**src/rtl/div_seq.sv**
```systemverilog
`default_nettype none
// ============================================================================
// Module   : div_seq
// Brief    : Iterative radix-2 restoring divider for DIV/DIVU in the EX stage.
//            It computes one quotient bit per cycle and returns
//            {remainder, quotient}. EX stays stalled until the result is ready.
//            Optional macro: DIV_BYZERO_FLAG_EN adds the byzero_o output.
// Revision : 1.0 - initial release
// ============================================================================
module div_seq #(
   parameter int DATA_W = 32
) (
   input  logic                  clk,
   input  logic                  rst,
   input  logic                  signed_div_i,
   input  logic [DATA_W-1:0]     opdata1_i,
   input  logic [DATA_W-1:0]     opdata2_i,
   input  logic                  start_i,
   input  logic                  annul_i,
   output logic [2*DATA_W-1:0]   result_o,
   output logic                  ready_o,
   output logic                  stallreq_o
`ifdef DIV_BYZERO_FLAG_EN
   ,
   output logic                  byzero_o
`endif
);

   localparam int                  c_CNT_W = $clog2(DATA_W) + 1;
   // The final iteration is the one that starts with this count; it also
   // writes the sign-corrected result so DONE is reached without an extra cycle.
   localparam logic [c_CNT_W-1:0]  c_LAST  = c_CNT_W'(DATA_W - 1);

   typedef enum logic [1:0] {
      S_IDLE   = 2'd0,
      S_BYZERO = 2'd1,
      S_RUN    = 2'd2,
      S_DONE   = 2'd3
   } state_t;

   state_t              r_state;
   logic [c_CNT_W-1:0]  r_cnt;
   logic [DATA_W-1:0]   r_rem;      // partial remainder
   logic [DATA_W-1:0]   r_quo;      // dividend bits shifting out, quotient bits shifting in
   logic [DATA_W-1:0]   r_div;      // divisor magnitude
   logic                r_neg_q;    // quotient must be negated at the end
   logic                r_neg_r;    // remainder must be negated at the end

   logic [DATA_W-1:0]   w_abs1;
   logic [DATA_W-1:0]   w_abs2;
   logic [DATA_W:0]     w_trial;
   logic [DATA_W:0]     w_diff;
   logic [DATA_W-1:0]   w_rem_nxt;
   logic [DATA_W-1:0]   w_quo_nxt;
   logic [DATA_W-1:0]   w_rem_fix;
   logic [DATA_W-1:0]   w_quo_fix;

   // Operand magnitudes and one restoring step of the datapath
   always_comb begin
      w_abs1    = (signed_div_i && opdata1_i[DATA_W-1]) ? (~opdata1_i + 1'b1) : opdata1_i;
      w_abs2    = (signed_div_i && opdata2_i[DATA_W-1]) ? (~opdata2_i + 1'b1) : opdata2_i;
      w_trial   = {r_rem, r_quo[DATA_W-1]};
      w_diff    = w_trial - {1'b0, r_div};
      // A negative difference (MSB set) restores the shifted remainder.
      w_rem_nxt = w_diff[DATA_W] ? w_trial[DATA_W-1:0] : w_diff[DATA_W-1:0];
      w_quo_nxt = {r_quo[DATA_W-2:0], ~w_diff[DATA_W]};
      // Two's-complement wrap is intended: MIN / -1 yields MIN with remainder 0.
      w_quo_fix = r_neg_q ? (~w_quo_nxt + 1'b1) : w_quo_nxt;
      w_rem_fix = r_neg_r ? (~w_rem_nxt + 1'b1) : w_rem_nxt;
   end

   // EX is held while it requests an op that has not completed and is not being flushed
   always_comb begin
      stallreq_o = start_i & ~ready_o & ~annul_i;
   end

   // Sequencer state, iteration datapath and registered result outputs
   always_ff @(posedge clk) begin
      if (rst) begin
         r_state  <= S_IDLE;
         r_cnt    <= '0;
         r_rem    <= '0;
         r_quo    <= '0;
         r_div    <= '0;
         r_neg_q  <= 1'b0;
         r_neg_r  <= 1'b0;
         result_o <= '0;
         ready_o  <= 1'b0;
`ifdef DIV_BYZERO_FLAG_EN
         byzero_o <= 1'b0;
`endif
      end else begin
         case (r_state)
            S_IDLE: begin
               ready_o  <= 1'b0;
               result_o <= '0;
`ifdef DIV_BYZERO_FLAG_EN
               byzero_o <= 1'b0;
`endif
               if (start_i && !annul_i) begin
                  if (opdata2_i == '0) begin
                     r_state <= S_BYZERO;
                  end else begin
                     r_state <= S_RUN;
                     r_rem   <= '0;
                     r_quo   <= w_abs1;
                     r_div   <= w_abs2;
                     r_neg_q <= signed_div_i & (opdata1_i[DATA_W-1] ^ opdata2_i[DATA_W-1]);
                     r_neg_r <= signed_div_i & opdata1_i[DATA_W-1];
                     r_cnt   <= '0;
                  end
               end
            end

            S_BYZERO: begin
               // Flush has no effect here; the zero result is always delivered.
               r_state  <= S_DONE;
               result_o <= '0;
               ready_o  <= 1'b1;
`ifdef DIV_BYZERO_FLAG_EN
               byzero_o <= 1'b1;
`endif
            end

            S_RUN: begin
               if (annul_i) begin
                  r_state <= S_IDLE;
               end else begin
                  r_rem <= w_rem_nxt;
                  r_quo <= w_quo_nxt;
                  r_cnt <= r_cnt + 1'b1;
                  if (r_cnt == c_LAST) begin
                     r_state  <= S_DONE;
                     result_o <= {w_rem_fix, w_quo_fix};
                     ready_o  <= 1'b1;
                  end
               end
            end

            S_DONE: begin
               // Hold the result until EX drops its request; a held start is never a new op.
               if (!start_i) begin
                  r_state  <= S_IDLE;
                  result_o <= '0;
                  ready_o  <= 1'b0;
`ifdef DIV_BYZERO_FLAG_EN
                  byzero_o <= 1'b0;
`endif
               end
            end

            default: begin
               r_state <= S_IDLE;
            end
         endcase
      end
   end

endmodule
`default_nettype wire

```
**config.mk**
```make
export PLATFORM = sky130hd
export DESIGN_NAME = div_seq
export DESIGN_NICKNAME = d
export VERILOG_FILES = /design/src/rtl/div_seq.sv
export SDC_FILE = /design/constraint.sdc
export NUM_CORES = 1
export LEC_CHECK = 0
export CORE_MARGIN = 10
export CORE_UTILIZATION = 30
export CTS_BUF_LIST = sky130_fd_sc_hd__clkbuf_2 sky130_fd_sc_hd__clkbuf_4 sky130_fd_sc_hd__clkbuf_8
export DETAILED_ROUTE_END_ITERATION = 6
export SETUP_SLACK_MARGIN = 0.4
export SLEW_MARGIN = 20
export SYNTH_ARGS = -nofsm -noshare
export SYNTH_HDL_FRONTEND = slang
export SYNTH_SLANG_ARGS = --single-unit
```
**constraint.sdc**
```tcl
create_clock -name clk -period 15.22 [get_ports clk]
set_input_delay 3.044 -clock clk [delete_from_list [all_inputs] [get_ports clk]]
set_output_delay 3.044 -clock clk [all_outputs]
set_load 0.005 [all_outputs]
```
## Word level (Yosys, flattened, before mapping)

Cells that the tools add are included.

- Add/sub/neg operators: 6
- Multiply operators: 0
- Div/mod/pow operators: 0
- Order comparisons: 0
- Equal/unequal tests: 10
- Shift-type cells: 0
- Mux-type cells: 31
- Bitwise gates (word level): 13
- Reductions and logical operators: 12

Operators by type and width:

| kind | number |
|---|---|
| two-way mux 32 bit | 11 |
| two-way mux 64 bit | 3 |
| case mux 64 bit (3 select lines) | 1 |
| adder 32 x 1 -> 32 bit (second input constant) | 4 |
| inverter 32 bit | 4 |
| case mux 32 bit (2 select lines) | 2 |
| subtractor 33 x 32 -> 33 bit | 1 |
| logical NOT 32 bit | 1 |
| two-way mux 6 bit | 3 |
| case mux 6 bit (2 select lines) | 1 |
| two-way mux 2 bit | 5 |
| inequality test 2 bit (second input constant) | 5 |
| AND reduction 3 bit | 3 |
| case mux 2 bit (4 select lines) | 1 |
| adder 6 x 1 -> 6 bit (second input constant) | 1 |
| equality test 6 x 5 -> 1 bit (second input constant) | 1 |
| bitwise AND 1 bit | 4 |
| equality test 2 bit (second input constant) | 2 |
| inverter 1 bit | 4 |
| case mux 1 bit (4 select lines) | 1 |
| AND reduction 4 bit | 1 |
| logical AND 1 bit | 3 |
| two-way mux 1 bit | 3 |
| inequality test 3 bit (second input constant) | 1 |
| 6 further kinds | 6 |

- Register bits: 171
- Bits in latches: 0
- Bits in writable memories: 0
- Bits in read-only memories: 0
- Memories kept: 0

## Depth between registers and ports, before layout

- Depth in word-level cells: 8
- Gate-level depth with buffers: 27
- Depth with buffers taken out: 24

## Worst setup path before layout

No wires, ideal clock.

- Path kind: input to output
- From: input annul_i
- To: output stallreq_o
- Data arrival time: 3313 ps
- Required time: 12176 ps
- Slack: 8863 ps
- Stages: 2
- Path buffers: 0
- Cells stage by stage: nand2b_1 -> nor2_1

- Cells in the longest elaborated chain, start to end: 2

RTL lines:

| item | line | text |
|---|---|---|
| start, declared | 19 | `input logic annul_i,` |
| inverter 1 bit | 74 | `stallreq_o = start_i & ~ready_o & ~annul_i;` |
| bitwise AND 1 bit | 74 |  |
| end, declared | 22 | `output logic stallreq_o` |

Every way passes these cells.

## Worst setup path after layout

Ends and elaborated chain as after synthesis.

==> metrics.cfg <==
[status]
status=finished, final reports clean

[grt]
grt_usage=0.158
antenna_found_initial=1
grt_pass1_vias=10400
grt_first_pass_wirelength_um=59700
gr-total-overflow=0
grt_max_degree=71

[yosys]
synth-seq-area-share=0.296
synth.distinct_cells=82
yosys_most_used_dff=dfxtp_1
synth-edff-count=0
syn_nets=1676
async_reset_ff_frac=0
ys_ff_latch=171
syn_avg_cell_area_um2=7.39
yosysWarningCount=0
synthCells=1565
netlist_area_um2=11600

[clock_tree]
post_cts.repair.setup_buffers=0
clock_latency_ns=0.49
clk_path_buf_depth=2
cts_buffers=17
cts_resized=0
root_buffer=clkbuf_8
clkTransAtPathRegs_ns=0.09
cts_tree=built
cts_sinks=171
ctsHtreeMaxLevel=4
hold_buffers=0

[timing]
period_share=0.502
finalSetupTns_ns=0
setup_viol=0
maxSlewHeadroom=0.288
maxSlewViolCount=0
fmax_ghz=0.131
worst_slew_pin_slew_ns=1.06
rsz0062_at_grt=no
min_period_ns=7.64
finClkSkew_ns=0.0189
hold_viol=0
setup_slack_ns=7.58

[detailed_routing]
wirelength_um=38100
wire_per_inst_um=17.6
via_per_inst=5.16
antenna_left=0
first_iter_violations=913
vias=11200
drtPass1Iterations=5
drc_errors=0

[placement]
place_ws_ns=7.57
dp_hpwl_um=29600
numPortBuffers=134
place_congestion=0.922

[min_path]
hold_class=reg2reg

[floorplan]
die-area_um2=46800
start_util=0.306
ios=135
die_h_um=216
coreArea_um2=37800
row_count=71
die_w_um=216

[setup_path]
crit_chain=clkdlybuf4s50_1 -> nand2b_1 -> nor2_1 -> clkdlybuf4s50_1
crit_path_end_kind=output pin
start_kind=input pin
slowest_stage=clkdlybuf4s50_1
cp_max_fo=6
crit_type=in2out
arrival_ns=4.60
cpMostUsedCell=clkdlybuf4s50_1
cp.required_ns=12.18
crit_path_max_incr_delay_ns=0.60

[power]
comb_power_share=0.451
p_leak_nw=4.94
switching_share=0.444
p_sw_w=0.000674
internal_power_w=0.000846
power.density_nw_per_um2=111
power_frac_clock=0.207
seq_power_share=0.341
ir_drop_v=0.0000487

[run]
maxCapViolations=0

[layout]
area_delta_synth_final_pct=18.3
layout.cells.most_common=nand2_1
drive_gt1_frac=0.0507
nFillCells=4030
mostFrequentLayoutCells=nand2_1, dfxtp_1, nor2_1, clkdlybuf4s50_1, a21oi_1
nets=1755

[logic make-up (layout without fill, tap and decap cells)]
logic type                 after synthesis  after routing  synth area share
and+or+nand+nor                        597            597             0.229
AOI/OAI and AO/OA                      449            449             0.253
DFF                                    171            171             0.296
xor gates and xnor gates               147            147             0.112
buffers and inverters                  143            235            0.0500
adders and majority gates               42             42            0.0461
muxes                                   16             16            0.0144
other                                    0              1                 0
[layer usage]
layer | vias up | wire length (um) | track usage
met1 | 5236 | 20100 | 0.240
li1 | 5695 | - | -
met2 | 245 | 16100 | 0.229
met5 | - | 0 | 0
met3 | 24 | 1470 | 0.0203
met4 | 0 | 376 | 0.0354
[worst max-delay path: cells and delay by family]
family | cells | cell delay (ns)
simple gates | 2 | 0.45
buf+inv | 2 | 1.10
[flip-flops by register name, summed over array words and instances (netlist names)]
name	cells
r_cnt	6
r_div	32
r_neg_q	1
r_neg_r	1
r_quo	32
r_rem	32
r_state	2
ready_o	1
result_o	64
[power groups by stage]
stage | combinational [W] | clock [W] | sequential, W
finish | 0.000686 | 0.000315 | 0.000519
global placement | 0.000669 | 0 | 0.000526
floorplan | 0.000499 | 0 | 0.000515
detailed placement | 0.000676 | 0 | 0.000528
global route | 0.000762 | 0.000341 | 0.000523
CTS | 0.000678 | 0.000324 | 0.000517
[through the flow]
step                total power (W)  utilization  std cells  area (um2)  hold slack, ns
floorplan                   0.00101            -       1565       11600           0.432
global placement            0.00119        0.351       2135       13300           0.439
detailed placement          0.00120        0.351       2135       13300           0.442
CTS                         0.00152        0.361       2167       13700           0.456
global route                0.00163        0.362       2169       13700           0.479
finish                      0.00152        0.362       2169       13700           0.453
[cell usage after synthesis (4+ instances only)]
| cell type | n | share of area |
|---|---|---|
| nand2_1 | 263 | 0.085 |
| dfxtp_1 | 171 | 0.30 |
| nor2_1 | 164 | 0.053 |
| a21oi_1 | 113 | 0.049 |
| o21ai_0 | 106 | 0.046 |
| xor2_1 | 89 | 0.067 |
| clkbuf_1 | 61 | 0.020 |
| xnor2_1 | 57 | 0.043 |
| inv_1 | 53 | 0.017 |
| ha_1 | 41 | 0.044 |
| a22oi_1 | 40 | 0.026 |
| a211oi_1 | 33 | 0.021 |
| nand3_1 | 27 | 0.012 |
| nor3_1 | 27 | 0.012 |
| a31oi_1 | 18 | 0.0097 |
| buf_2 | 18 | 0.0078 |
| o31ai_1 | 17 | 0.011 |
| nor4_1 | 16 | 0.0087 |
| o211ai_1 | 15 | 0.0097 |
| nand2b_1 | 14 | 0.0076 |
| or3_1 | 13 | 0.0070 |
| o21ai_1 | 12 | 0.0052 |
| or4_1 | 12 | 0.0078 |
| a21o_1 | 11 | 0.0071 |
| mux2i_1 | 11 | 0.0095 |
| and2_1 | 10 | 0.0054 |
| nand4_1 | 10 | 0.0054 |
| a2bb2oi_1 | 9 | 0.0068 |
| o41ai_1 | 9 | 0.0068 |
| nor2b_1 | 8 | 0.0043 |
| and3_1 | 7 | 0.0038 |
| o21a_1 | 6 | 0.0039 |
| o21bai_1 | 6 | 0.0039 |
| or2_2 | 6 | 0.0032 |
| buf_4 | 5 | 0.0032 |
| mux2_2 | 5 | 0.0049 |
| nand3b_1 | 5 | 0.0032 |
| nand4b_1 | 4 | 0.0030 |
[area by class of cell]
| type | count | area, um2 | share of cell area |
|---|---|---|---|
| multi-input combinational | 1251 | 7590 | 0.554 |
| sequential | 171 | 3420 | 0.250 |
| timing repair buffer | 147 | 1460 | 0.106 |
| tap | 511 | 639 | 0.0467 |
| clock buffer | 20 | 263 | 0.0192 |
| inverter | 56 | 210 | 0.0154 |
| clock inverter | 12 | 108 | 0.00786 |
| antenna | 1 | 2.50 | 0.000183 |
[final timing paths]
| check | cells past startpoint | slack (ns) | endpoint | start |
|---|---|---|---|---|
| max | 4 | 7.58 | stallreq_o | annul_i |
| min | 2 | 0.45 | result_o[62] | result_o[62] |
| max reg2reg | 23 | 9.26 | result_o[58] | r_div[0] |
| min reg2reg | 2 | 0.45 | result_o[62] | result_o[62] |
Note: power is estimated with default switching activity, not from simulation.
